==> src/rtl/pipelined_addsub.sv <==
// rtl/pipelined_addsub.sv - carry-segmented pipelined adder/subtractor with valid/ready flow control
// Operands are zero-padded to SEGMENTS*SEG_W bits so every slice has the same width.
module pipelined_addsub #(
  parameter int WIDTH    = 140,
  parameter int SEGMENTS = 4
) (
  input  logic             clk,
  input  logic             rst_n,
  input  logic             in_valid,
  output logic             in_ready,
  input  logic [WIDTH-1:0] a,
  input  logic [WIDTH-1:0] b,
  input  logic             sub,
  input  logic             cin,
  output logic             out_valid,
  input  logic             out_ready,
  output logic [WIDTH:0]   sum,
  output logic             ovf
);

  localparam int SEG_W = (WIDTH + SEGMENTS - 1) / SEGMENTS;
  localparam int PW    = SEG_W * SEGMENTS;

  logic [PW-1:0]     a_q   [SEGMENTS+1];
  logic [PW-1:0]     b_q   [SEGMENTS+1];
  logic [PW-1:0]     s_q   [SEGMENTS+1];
  logic [SEGMENTS:0] c_q;
  logic [SEGMENTS:0] v_q;
  logic [SEG_W:0]    seg_sum [SEGMENTS];
  logic [WIDTH-1:0]  beff;
  logic              advance;

  assign beff     = sub ? ~b : b;
  assign advance  = out_ready | ~v_q[SEGMENTS];
  assign in_ready = advance;

  // Stage k+1 resolves slice k using the carry registered by stage k.
  always_comb begin
    for (int k = 0; k < SEGMENTS; k++) begin
      seg_sum[k] = {1'b0, a_q[k][k*SEG_W +: SEG_W]}
                 + {1'b0, b_q[k][k*SEG_W +: SEG_W]}
                 + {{SEG_W{1'b0}}, c_q[k]};
    end
  end

  always_ff @(posedge clk or negedge rst_n) begin
    if (!rst_n) begin
      for (int k = 0; k <= SEGMENTS; k++) begin
        a_q[k] <= '0;
        b_q[k] <= '0;
        s_q[k] <= '0;
      end
      c_q <= '0;
      v_q <= '0;
    end else if (advance) begin
      v_q[0] <= in_valid;
      if (in_valid) begin
        a_q[0] <= PW'(a);
        b_q[0] <= PW'(beff);
        c_q[0] <= sub | cin;
      end
      for (int k = 1; k <= SEGMENTS; k++) begin
        v_q[k] <= v_q[k-1];
        a_q[k] <= a_q[k-1];
        b_q[k] <= b_q[k-1];
        c_q[k] <= seg_sum[k-1][SEG_W];
        s_q[k] <= s_q[k-1];
        s_q[k][(k-1)*SEG_W +: SEG_W] <= seg_sum[k-1][SEG_W-1:0];
      end
    end
  end

  // Padding bits above WIDTH are zero, so bit WIDTH of the padded sum is the true carry out.
  assign out_valid = v_q[SEGMENTS];
  assign sum       = (WIDTH+1)'({c_q[SEGMENTS], s_q[SEGMENTS]});
  assign ovf       = (a_q[SEGMENTS][WIDTH-1] == b_q[SEGMENTS][WIDTH-1]) &&
                     (s_q[SEGMENTS][WIDTH-1] != a_q[SEGMENTS][WIDTH-1]);

endmodule

==> config.mk <==
export PLATFORM = sky130hd
export DESIGN_NAME = pipelined_addsub
export DESIGN_NICKNAME = d
export VERILOG_FILES = /design/src/rtl/pipelined_addsub.sv
export SDC_FILE = /design/constraint.sdc
export NUM_CORES = 2
export LEC_CHECK = 0
export CORE_UTILIZATION = 52
export DETAILED_ROUTE_END_ITERATION = 10
export GPL_ROUTABILITY_DRIVEN = 1
export HOLD_SLACK_MARGIN = 0.1
export PLACE_DENSITY = 0.77
export REMOVE_ABC_BUFFERS = 1
export SETUP_SLACK_MARGIN = 0.1
export SLEW_MARGIN = 20
export SYNTH_ARGS = -nofsm -noshare
export SYNTH_HDL_FRONTEND = slang
export SYNTH_SLANG_ARGS = --single-unit
==> constraint.sdc <==
create_clock -name clk -period 2.96 [get_ports clk]
set_input_delay 0.888 -clock clk [delete_from_list [all_inputs] [get_ports clk]]
set_output_delay 0.888 -clock clk [all_outputs]
set_load 0.01 [all_outputs]
== After elaboration in Yosys (flattened, before gate mapping) ==
Index checks and enable logic that the tools add are counted.

* Register bits: 1,760
* Input port bits: 286
* Output and inout bits: 144
* Word-level logic and storage cells: 34

* Add/subtract/negate cells: 8
* Eq/ne operators: 2
* Muxes and demuxes: 1
* Bitwise logic cells: 4
* Reduce and logical (&&, ||, !) cells: 2

{| class="wikitable"
|+ Operators by type and width
! operator !! number
|-
| $add A35 B35 Y36 || 4
|-
| $add A36 B1 Y36 || 4
|-
| $mux W140 || 1
|-
| $not A140 Y140 || 1
|-
| $or A1 B1 Y1 || 2
|-
| $reduce_and A2 Y1 || 1
|-
| $eq A1 B1 Y1 || 1
|-
| $logic_and A1 B1 Y1 || 1
|-
| $ne A1 B1 Y1 || 1
|-
| $not A1 Y1 || 1
|}

== Longest topological paths before layout ==
* Depth after elaboration: 3
* Mapped depth: 13
* Depth with buffers taken out: 13

== Worst setup path after synthesis ==
No wires, ideal clock.

* Kind: register -> register
* Start point: reg a_q[350] in the netlist's numbering
* End point: reg s_q[244] in the netlist's numbering
* Library setup time: 137 ps
* Arrival time: 2,789 ps
* Setup slack: 34 ps
* Cell stages (with the launch flop): 14
* Buffers on the path: 0
* Clock period less this slack: 2,926 ps
* Path through: dfrtp_1 -> fa_1 -> inv_1 -> fa_1 -> nand2b_1 -> a211oi_1 -> o21ai_0 -> o21ai_1 -> a311oi_2 -> o221a_2 -> o211ai_1 -> a211oi_1 -> xor2_1 -> a21oi_1

* Word-level cells in the longest chain between the ends: 2

{| class="wikitable"
|+ Ends and longest elaborated chain
! element !! RTL line !! text
|-
| from (decl) || 24 || <nowiki>logic [PW-1:0] a_q [SEGMENTS+1];</nowiki>
|-
| from (signal, indexed assignment) || 64 || <nowiki>a_q[k] <= a_q[k-1];</nowiki>
|-
| $add A35 B35 Y36 || 41 || <nowiki>+ {1'b0, b_q[k][k*SEG_W +: SEG_W]}</nowiki>
|-
| $add A36 B1 Y36 || 42 || <nowiki>+ {{SEG_W{1'b0}}, c_q[k]};</nowiki>
|-
| to (signal, indexed assignment) || 67 || <nowiki>s_q[k] <= s_q[k-1];</nowiki>
|-
| to (signal, indexed assignment) || 68 || <nowiki>s_q[k][(k-1)*SEG_W +: SEG_W] <= seg_sum[k-1][SEG_W-1:0];</nowiki>
|-
| to (decl) || 26 || <nowiki>logic [PW-1:0] s_q [SEGMENTS+1];</nowiki>
|}

No other way between the ends.
A chain may end at the register's enable or synchronous reset.

== Final worst setup path ==
* Start point: reg a_q[560] in the netlist's numbering
* End point: reg s_q[452] in the netlist's numbering

Same word-level chain as after synthesis.

==> results.sh <==
export IMPL_status="finished, violations left"
export IMPL_violations="setup timing"
export IMPL_finalPower_mw=68.9
export IMPL_fmax_ghz=0.306
export IMPL_antenna_left=0
export IMPL_dpl_hpwl_mm=78.3
export IMPL_synth_compound_area_share_pct=8.30
export IMPL_synth_avg_cell_area_um2=9.25
export IMPL_drt_iter0_markers=2646
export IMPL_dieHeight_um=307
export IMPL_yosysWarnings=105
export IMPL_finalSetupViolations=15
export IMPL_ys_ff_latch=1062
export IMPL_p_sw_mw=25.7
export IMPL_first_pass_iters=6
export IMPL_synth_area_um2=48300
export IMPL_layout_nets=6055
export IMPL_clock_latency_ns=0.69
export IMPL_crit_fanout=3
export IMPL_cts_buffers_inserted=110
export IMPL_pwr_share_clk_pct=20.8
export IMPL_rrSetupSlack_ns=-0.31
export IMPL_sw_frac_of_total_pct=37.4
export IMPL_grt_pass1_vias=36379
export IMPL_synthMuxAreaShare_pct=3.27
export IMPL_combPwrFrac_pct=43.2
export IMPL_ctsRootBufferMaster="clkbuf_16"
export IMPL_cap_violations=0
export IMPL_htreeDepth=3
export IMPL_hold_viol=0
export IMPL_cts_tree="yes"
export IMPL_worst_endpoint_arrival_ns=3.81
export IMPL_finalCriticalPeriod_ns=3.27
export IMPL_cellPowerDensity_nw_per_um2=1160
export IMPL_synth_ff_type="dfrtp_1"
export IMPL_internal_power_mw=43.1
export IMPL_gp_congestion=0.904
export IMPL_yosys_area_share_simple_pct=20.2
export IMPL_min_period_over_period_pct=111
export IMPL_synth_edf_count=0
export IMPL_tightest_slew_ns=0.714
export IMPL_ir_drop_mv=0.637
export IMPL_grt_overflow_total=0
export IMPL_vias=36156
export IMPL_clkSinkCount=1062
export IMPL_syn_inst=5218
export IMPL_grt_start_max_net_pins=146
export IMPL_die_area_um2=94100
export IMPL_setup_worst_path_start_class="flop"
export IMPL_pin_count=430
export IMPL_clk_pin_slew_ns=0.06
export IMPL_grt_util_all_layers_pct=24.7
export IMPL_layout_commonest_cell="nand2_1"
export IMPL_ys_seq_area_share_pct=55.0
export IMPL_setup_slack_ns=-0.311
export IMPL_p_leak_nw=28.7
export IMPL_pwr_share_seq_pct=36.0
export IMPL_async_reset_ff_share_pct=100
export IMPL_synthToLayoutAreaGrowth_pct=22.7
export IMPL_maxSlewHeadroom_pct=52.4
export IMPL_slew_viol_final=0
export IMPL_final_cell_mix="nand2_1, dfrtp_1, clkdlybuf4s50_1"
export IMPL_rsz0062_at_grt="yes"
export IMPL_cp_end_kind="flop"
export IMPL_portBuffers=429
export IMPL_drive_gt1_share_pct=12.8
export IMPL_yosys_area_share_xor_xnor_pct=4.74
export IMPL_start_util_pct=52.6
export IMPL_synthAdderAreaFrac_pct=3.86
export IMPL_avgViaCountPerCell=5.20
export IMPL_grt_pass1_wl_mm=187
export IMPL_rows=111
export IMPL_path_class="flop to flop"
export IMPL_core_area_um2=91800
export IMPL_hold_path_class="flop to flop"
export IMPL_ys_types=77
export IMPL_tns_ns=-2.43
export IMPL_wire_per_inst_um=16.5
export IMPL_fin_skew_ns=0.0174
export IMPL_clockBufferDepth=3
export IMPL_synth_top_family_by_area="simple AND/OR/NAND/NOR gates"
export IMPL_drc_errors=0
export IMPL_antenna_found_initial=18
export IMPL_dieWidth_um=307
export IMPL_worstPathRequired_ns=3.50
export IMPL_drt_total_wl_mm=115
==> flip-flops by register name, indices dropped and copies added, names as in the netlist <==
name	flops
a_q	351
b_q	351
c_q	5
s_q	210
sum	140
v_q	5
==> cell families after synthesis <==
kind of cell	count (synthesis)
AND/OR/NAND/NOR	2497
XOR/XNOR	261
AO/OA/AOI/OAI	673
flip-flops	1062
multiplexers	140
adder cells (fa/ha/maj)	144
buffers and inverters	441
==> per-stage QoR <==
step / util [%] / cell area, um2 / hold slack, ns / cells / setup slack, ns
CTS: 64.0 / 58800 / 0.467 / 6945 / -0.262
finish: 64.5 / 59200 / 0.459 / 6957 / -0.311
global route: 64.5 / 59200 / 0.481 / 6956 / -0.371
floorplan: - / 46200 / 0.430 / 4814 / -78.41
global placement: 59.2 / 54300 / 0.445 / 6716 / -0.532
detailed placement: 59.2 / 54300 / 0.454 / 6716 / -0.577
==> worst paths after layout <==
| kind | from | endpoint | cells past startpoint |
|---|---|---|---|
| worst min-delay path | b_q[636]$_DFFE_PN0P_ | b_q[496]$_DFFE_PN0N_ | 2 |
| worst min register to register | b_q[636]$_DFFE_PN0P_ | b_q[496]$_DFFE_PN0N_ | 2 |
| min in group asynchronous | rst_n | b_q[673]$_DFFE_PN0P_ | 2 |
| worst max-delay path | a_q[560]$_DFFE_PN0P_ | s_q[452]$_DFFE_PN0N_ | 15 |
| worst max register to register | a_q[560]$_DFFE_PN0P_ | s_q[452]$_DFFE_PN0N_ | 15 |
| max in group asynchronous | rst_n | s_q[452]$_DFFE_PN0N_ | 3 |
==> power by group through the flow <==
stage / clock network, mW / registers [mW] / logic (mW)
2_1_floorplan: 0 / 21.0 / 9.14
3_3_place_gp: 0 / 24.7 / 26.5
3_5_place_dp: 0 / 24.9 / 27.3
4_1_cts: 14.6 / 24.8 / 28.8
5_1_grt: 15.1 / 25.6 / 33.1
6_report: 14.3 / 24.8 / 29.7
==> layer usage <==
| layer | vias up | wire, um | GRT usage (%) |
|---|---|---|---|
| li1 | 17548 | - | - |
| met1 | 17467 | 46700 | 30.9 |
| met2 | 870 | 56700 | 41.9 |
| met3 | 243 | 6980 | 5.43 |
| met4 | 28 | 3950 | 8.99 |
| met5 | - | 181 | 0 |
==> what timing repair did <==
item | CTS | global route
endpoints found under the setup margin | 64 | 61
gates resized for setup | 108 | 84
buffers inserted | 30 | 15
hold buffers | 1 | 0
hold endpoints to repair | 16 | 0
pin swaps | 75 | 76
==> final cells by class <==
cell class	instances	area, um2
Fill cell	7251	32600
Sequential cell	1062	26600
Multi-Input combinational cell	3715	20300
Timing Repair Buffer	699	6910
Clock buffer	146	3110
Tap cell	1243	1560
Clock inverter	53	652
Inverter	37	146
Antenna cell	2	5.00
==> synth_stat cells (18+ instances only) <==
cell         n  area, um2
xor2_1      61        534
nor3_1      20        100
nand3_1     38        190
nor2_1     147        552
a211oi_1    18        135
mux2_2     140       1580
a21o_1      66        495
nor2b_1     19        119
o21ai_0    253       1270
buf_4      141       1060
inv_1       36        135
a21oi_1    212       1060
buf_1       18       67.6
nand2b_1    29        181
dfrtp_1   1062      26600
clkbuf_1   236        886
nand4_1     21        131
ha_1       136       1700
nand2_1   2176       8170
xnor2_1    200       1750
==> worst max-delay path, cell delays in order, from the launching register on <==
cell and delay [ns]:
dfrtp_1 0.40, fa_2 0.41, inv_2 0.06, fa_2 0.20, nor2b_2 0.05, o31a_1 0.26, o31ai_1 0.20, buf_4 0.18
nand4_1 0.19, a41oi_4 0.37, o21ai_1 0.10, a21oi_1 0.17, buf_4 0.17, o311ai_4 0.10, xnor2_1 0.17, a21oi_1 0.08
Note: power is estimated with default switching activity, not from simulation.
